### config.mk
export PLATFORM = sky130hd
export DESIGN_NAME = mul_pipeline
export DESIGN_NICKNAME = d
export VERILOG_FILES = /design/src/rtl/params_pkg.sv /design/src/rtl/mul_partial_products.sv /design/src/rtl/mul_pipeline.sv
export SDC_FILE = /design/constraint.sdc
export NUM_CORES = 2
export LEC_CHECK = 0
export ABC_AREA = 1
export BUFFER_PORTS_ARGS = -buffer_cell sky130_fd_sc_hd__buf_2
export CELL_PAD_IN_SITES_DETAIL_PLACEMENT = 0
export CELL_PAD_IN_SITES_GLOBAL_PLACEMENT = 2
export CORE_MARGIN = 1.5
export CORE_UTILIZATION = 37
export CTS_CLUSTER_DIAMETER = 80
export CTS_CLUSTER_SIZE = 30
export DETAILED_ROUTE_END_ITERATION = 6
export GPL_TIMING_DRIVEN = 0
export HOLD_SLACK_MARGIN = 0.12
export PLACE_DENSITY_LB_ADDON = 0.1
export SLEW_MARGIN = 20
export SYNTH_ARGS = -nofsm -noshare
export SYNTH_HDL_FRONTEND = slang
export SYNTH_SLANG_ARGS = --single-unit
### constraint.sdc
create_clock -name clk_i -period 6.65 [get_ports clk_i]
set_input_delay 0.3325 -clock clk_i [delete_from_list [all_inputs] [get_ports clk_i]]
set_output_delay 0.3325 -clock clk_i [all_outputs]
set_load 0.05 [all_outputs]
### src/rtl/params_pkg.sv
// Shared core parameters and the per-stage record of the multiply pipe.
package params_pkg;

    localparam int unsigned DATA_WIDTH     = 32;
    localparam int unsigned REGISTER_WIDTH = 5;
    localparam int unsigned MUL_STAGES     = 5;

    typedef struct packed {
        logic                      valid;
        logic [REGISTER_WIDTH-1:0] wr_reg;
        logic [DATA_WIDTH-1:0]     prod;
    } mul_stage_t;

endpackage

### src/rtl/mul_partial_products.sv
// Combinational half-width partial products feeding the ex1 registers of mul_pipeline.
module mul_partial_products #(
    parameter int unsigned DATA_WIDTH = params_pkg::DATA_WIDTH
) (
    input  logic [DATA_WIDTH-1:0]   a_i,
    input  logic [DATA_WIDTH-1:0]   b_i,
    output logic [DATA_WIDTH-1:0]   pp_ll_o,
    output logic [DATA_WIDTH/2-1:0] pp_x_o
);

    localparam int unsigned H = DATA_WIDTH / 2;

    logic [DATA_WIDTH-1:0] a_lo_ext;
    logic [DATA_WIDTH-1:0] b_lo_ext;

    assign a_lo_ext = {{H{1'b0}}, a_i[H-1:0]};
    assign b_lo_ext = {{H{1'b0}}, b_i[H-1:0]};

    assign pp_ll_o = a_lo_ext * b_lo_ext;
    // Only the low H bits of the cross terms survive the final shift by H.
    assign pp_x_o  = a_i[H-1:0] * b_i[DATA_WIDTH-1:H] + a_i[DATA_WIDTH-1:H] * b_i[H-1:0];

endmodule

### src/rtl/mul_pipeline.sv
// Fixed-latency pipelined multiplier (ex1..exN) with per-stage valid/destination tags.
// Optional MUL_PIPE_PERF_EN adds issue and stall performance counters.
module mul_pipeline #(
    parameter int unsigned DATA_WIDTH     = params_pkg::DATA_WIDTH,
    parameter int unsigned REGISTER_WIDTH = params_pkg::REGISTER_WIDTH,
    parameter int unsigned NUM_STAGES     = params_pkg::MUL_STAGES
) (
    input  logic                                          clk_i,
    input  logic                                          rst_i,
    input  logic                                          valid_i,
    input  logic [DATA_WIDTH-1:0]                         rs1_data_i,
    input  logic [DATA_WIDTH-1:0]                         rs2_data_i,
    input  logic [REGISTER_WIDTH-1:0]                     wr_reg_i,
    input  logic                                          flush_i,
    input  logic                                          wb_ready_i,
    output logic                                          ready_o,
    output logic [NUM_STAGES-1:0]                         stage_valid_o,
    output logic [NUM_STAGES-1:0][REGISTER_WIDTH-1:0]     stage_wr_reg_o,
    output logic [DATA_WIDTH-1:0]                         result_o
`ifdef MUL_PIPE_PERF_EN
    ,
    output logic [31:0]                                   perf_issued_o,
    output logic [31:0]                                   perf_stall_o
`endif
);

    localparam int unsigned H = DATA_WIDTH / 2;

    logic                  stall;
    logic                  issue;
    logic [DATA_WIDTH-1:0] pp_ll_d;
    logic [H-1:0]          pp_x_d;
    logic [DATA_WIDTH-1:0] ex2_prod;

    // ex1 holds partial products rather than a product.
    logic                      ex1_valid_q;
    logic [REGISTER_WIDTH-1:0] ex1_wr_reg_q;
    logic [DATA_WIDTH-1:0]     pp_ll_q;
    logic [H-1:0]              pp_x_q;

    logic [NUM_STAGES-1:1]                     valid_q;
    logic [NUM_STAGES-1:1][REGISTER_WIDTH-1:0] wr_reg_q;
    logic [NUM_STAGES-1:1][DATA_WIDTH-1:0]     prod_q;

    assign stall    = valid_q[NUM_STAGES-1] && !wb_ready_i;
    assign ready_o  = !stall;
    assign issue    = valid_i && ready_o && !flush_i;
    assign ex2_prod = pp_ll_q + {pp_x_q, {H{1'b0}}};

    mul_partial_products #(
        .DATA_WIDTH (DATA_WIDTH)
    ) u_partial_products (
        .a_i     (rs1_data_i),
        .b_i     (rs2_data_i),
        .pp_ll_o (pp_ll_d),
        .pp_x_o  (pp_x_d)
    );

    always_ff @(posedge clk_i) begin
        if (rst_i || flush_i) begin
            ex1_valid_q  <= 1'b0;
            ex1_wr_reg_q <= '0;
            pp_ll_q      <= '0;
            pp_x_q       <= '0;
            valid_q      <= '0;
            wr_reg_q     <= '0;
            prod_q       <= '0;
        end else if (!stall) begin
            ex1_valid_q  <= issue;
            ex1_wr_reg_q <= issue ? wr_reg_i : '0;
            pp_ll_q      <= issue ? pp_ll_d : '0;
            pp_x_q       <= issue ? pp_x_d : '0;
            valid_q[1]   <= ex1_valid_q;
            wr_reg_q[1]  <= ex1_wr_reg_q;
            prod_q[1]    <= ex2_prod;
            for (int k = 2; k < int'(NUM_STAGES); k++) begin
                valid_q[k]  <= valid_q[k-1];
                wr_reg_q[k] <= wr_reg_q[k-1];
                prod_q[k]   <= prod_q[k-1];
            end
        end
    end

    always_comb begin
        stage_wr_reg_o    = '0;
        stage_wr_reg_o[0] = ex1_wr_reg_q;
        for (int k = 1; k < int'(NUM_STAGES); k++) begin
            stage_wr_reg_o[k] = wr_reg_q[k];
        end
    end

    assign stage_valid_o = {valid_q, ex1_valid_q};
    assign result_o      = prod_q[NUM_STAGES-1];

`ifdef MUL_PIPE_PERF_EN
    logic [31:0] perf_issued_q;
    logic [31:0] perf_stall_q;

    // Flush deliberately leaves the counters running.
    always_ff @(posedge clk_i) begin
        if (rst_i) begin
            perf_issued_q <= '0;
            perf_stall_q  <= '0;
        end else begin
            if (issue) perf_issued_q <= perf_issued_q + 32'd1;
            if (stall) perf_stall_q  <= perf_stall_q + 32'd1;
        end
    end

    assign perf_issued_o = perf_issued_q;
    assign perf_stall_o  = perf_stall_q;
`endif

endmodule

==> flow_summary.toml <==
[run_status]
status = "completed"

[power]
comb_power_share_pct = 85.0
switching_share_pct = 56.7
p_int_mw = 6.01
power.density_nw_per_um2 = 507
net-switching-power_mw = 7.86
seq_power_share_pct = 9.8
p_clk_share_pct = 5.2
power.leakage_nw = 16.4
peakVddDrop_v = 0.000694
total_power_mw = 13.9

[floorplan]
die_area_um2 = 69800
dieHeight_um = 264
core-area_um2 = 67400
ioPinCount = 137
rows = 95
die_w_um = 264
start_util_pct = 37.5

[detailed_routing]
drc = 0
dr_total_vias = 20669
routedWlPerCell_um = 17.8
via_per_inst = 4.67
wl_um = 78800
first_pass_iters = 5
ant_nets = 0
first_iter_violations = 1138

[final_layout]
drive_gt1_share_pct = 7.01
area_growth_pct = 8.41
design_area_um2 = 27400
num-nets-final = 4217
diodes = 0
num-fill-cells = 7232

[sta]
fin_skew_ns = 0.00917
fin_tns_setup_ns = 0
worst_slew_pin_slew_ns = 1.10
timing.final.max_slew_violations = 0
max_freq_mhz = 156
whs_ns = 0.174
finalCritPeriodShare_pct = 96.3
slew_headroom_pct = 26.9
rsz0062_at_grt = "yes"
setup_viol = 0
hold_violations = 0
finalCriticalPeriod_ns = 6.40

[clock_tree]
clockBufferDepth = 3
cts_tree = "done"
h-tree-depth = 1
cts-root-buf = "clkbuf_16"
clkLatencyLatePin_ns = 0.47
cts_setup_buffers = 0
cts.clk_slew.worst_paths_ns = 0.11
clock-sinks = 206
cts_inserted_buffers = 10

[logic_synthesis]
synth_edf_count = 0
synth_area_leaders = "fa_1 (30%), dfxtp_1 (16%), inv_1 (12%), nand2_1 (12%), ha_1 (10%)"
ys.flop_type = "dfxtp_1"
yosysSeqAreaShare_pct = 16.3
synth_top_family_by_area = "adder cells"
synthAdderAreaFrac_pct = 40.5
synth.net_count = 4087
ys_async_sr_fraction_pct = 0
synth_compound_area_share_pct = 7.83
netlist.area_leader.share_pct = 30.0
synth-simple-area-share_pct = 18.6
synth_xor_area_share_pct = 0.902
syn_avg_cell_area_um2 = 7.37
synth_top_cell_by_area = "fa_1"
syn_area_um2 = 25200
yosys_warnings = 0
yosysUniqueCellTypes = 39
synthMuxAreaShare_pct = 0
synth-seq-cells = 206
synth_cells = 3424

[setup_path]
reg2reg_slack_ns = 4.14
crit_type = "in2reg"
timing.rr.end = "pp_x_q[7]$_SDFFE_PP0N_"
critPathLaunchType = "primary input"
rr_startpoint = "valid_q[4]$_SDFFE_PP0N_"
cp_max_fo = 10
required_ns = 7.06
rr_worst_depth = 10
crit_arrival_ns = 6.81
worstSetupEndpointType = "flip-flop"

[job]
maxCapViolCount = 0

[hold_path]
hold_class = "in2reg"
min_to = "ex1_valid_q$_SDFFE_PP0N_"
hp-start = "valid_i"
min_path_cells = 3

[global_route]
grt_pass1_vias = 21604
antenna_found_initial = 0
grt_usage_pct = 23.2
grt_overflow = 0
grt_max_degree = 31
grt_pass1_wl_um = 125000

[placed_design]
dpl-instance-area_um2 = 26900
hpwlAfterDp_um = 66900
gp_congestion = 0.882
numPortBuffers = 117
[worst max-delay path, stage by stage]
cell and delay, ns:
buf_2 0.15, clkbuf_2 0.30, nand2_1 0.15, inv_1 0.06
fa_1 0.53, inv_1 0.05, fa_1 0.50, fa_1 0.46
fa_1 0.56, inv_1 0.06, fa_1 0.48, fa_1 0.57
fa_1 0.44, fa_1 0.48, ha_1 0.37, inv_1 0.09
nor4_1 0.38, nand3_1 0.12, nand3_1 0.14, nand2_1 0.06
nand2_1 0.06, a21oi_1 0.07, a21oi_1 0.12, o21ai_0 0.12
a21oi_1 0.13
[cell usage in the layout (no fill, tap or decap), types with 3 or more instances in the layout]
| cell | netlist | layout |
|---|---|---|
| xnor2_1 | 13 | 13 |
| nor2_1 | 307 | 307 |
| or2_2 | 7 | 7 |
| xor2_1 | 13 | 13 |
| nand3_1 | 63 | 62 |
| dfxtp_1 | 206 | 206 |
| ha_1 | 210 | 210 |
| o211ai_1 | 3 | 3 |
| nand3b_1 | 9 | 9 |
| buf_6 | 0 | 3 |
| a31oi_1 | 3 | 3 |
| buf_1 | 11 | 3 |
| clkbuf_4 | 0 | 3 |
| dlygate4sd3_1 | 0 | 5 |
| nor4_1 | 3 | 3 |
| a21oi_1 | 126 | 125 |
| fa_1 | 379 | 379 |
| buf_4 | 37 | 39 |
| nor3_1 | 5 | 5 |
| nand4_1 | 8 | 8 |
| a21o_1 | 6 | 6 |
| o21bai_1 | 14 | 14 |
| nand2_1 | 799 | 799 |
| clkbuf_16 | 0 | 11 |
| buf_2 | 22 | 144 |
| clkbuf_1 | 129 | 87 |
| inv_1 | 824 | 824 |
| o21ai_0 | 207 | 207 |
| clkbuf_2 | 1 | 34 |
[power groups by stage]
stage               logic, mW  registers [mW]  clock network (mW)
floorplan                8.19            1.36                   0
global placement         11.6            1.38                   0
detailed placement       11.6            1.38                   0
CTS                      11.7            1.36               0.752
global route             13.7            1.36               0.789
finish                   11.8            1.35               0.721
[kinds of logic (layout without fill, tap and decap cells)]
| group | Yosys count | in the layout |
|---|---|---|
| simple gates | 1204 | 1204 |
| buf+inv | 1025 | 1155 |
| fa+ha+maj | 589 | 589 |
| compound gates | 374 | 374 |
| flops | 206 | 206 |
| xor+xnor | 26 | 26 |
[layer usage]
metal  up-vias  global-route usage, %  wire (µm)  part of all wire, %
met2       390                   42.7      39600                   50
met3        79                  0.858       2310                  2.9
met1      9928                   29.9      34600                   44
met5         -                      0          0                    0
li1      10272                      -          -                    -
met4         0                   5.33       2260                  2.9
[per-stage QoR]
step | util (%) | setup WS [ns] | cells
2_1_floorplan | - | 0.531 | 3424
3_3_place_gp | 40.0 | -0.925 | 4414
3_5_place_dp | 40.0 | -0.965 | 4414
4_1_cts | 40.5 | 0.0122 | 4429
5_1_grt | 40.6 | -0.0992 | 4427
6_report | 40.6 | 0.246 | 4427
[synthesized netlist by cell type (all sizes together) (2+ instances only)]
cell    number
a21o         6
nand4        8
nor2       307
fa         379
buf         70
o211ai       3
a31oi        3
inv        825
nand3b       9
xor2        13
nor3         5
o21ai      210
o21bai      14
nor4         3
ha         210
or2          8
nand3       63
clkbuf     130
o31ai        2
nand2      800
a32oi        2
a211oi       2
xnor2       13
dfxtp      206
a21oi      127
a221oi       2
[worst max path at each step]
stage	start	end	slack [ns]
2_1_floorplan	rs1_data_i[7]	pp_x_q[15]$_SDFFE_PP0N_	0.53
3_3_place_gp	rs1_data_i[2]	pp_x_q[15]$_SDFFE_PP0N_	-0.93
3_5_place_dp	rs1_data_i[2]	pp_x_q[15]$_SDFFE_PP0N_	-0.96
4_1_cts	rs2_data_i[8]	pp_x_q[15]$_SDFFE_PP0N_	0.01
5_1_grt	rs1_data_i[19]	pp_x_q[15]$_SDFFE_PP0N_	-0.1
6_report	rs1_data_i[9]	pp_x_q[14]$_SDFFE_PP0N_	0.25
[registers in the layout, indices dropped and copies added, names as in the netlist]
signal,count
ex1_valid_q,1
pp_ll_q,32
stage_wr_reg_o,20
prod_q,96
valid_q,4
ex1_wr_reg_q,5
result_o,32
pp_x_q,16
[cell type report]
| class | count | area [µm²] | share of cell area, % |
|---|---|---|---|
| clock buffers | 11 | 275 | 1.01 |
| well taps | 873 | 1090 | 3.99 |
| multi-input cells | 2193 | 17100 | 62.6 |
| plain buffers | 196 | 992 | 3.62 |
| flip-flops and latches | 206 | 4120 | 15.1 |
| repair buffers | 122 | 636 | 2.32 |
| clock inverters | 1 | 30.0 | 0.110 |
| inverters | 825 | 3100 | 11.3 |
[repair_timing]
item	CTS	global route
cloned	0	0
hold endpoints to repair	5	0
gates resized for setup	25	71
hold buffers	5	0
setup endpoints to repair	10	8
No activity file was read; power rests on OpenSTA's default activity.
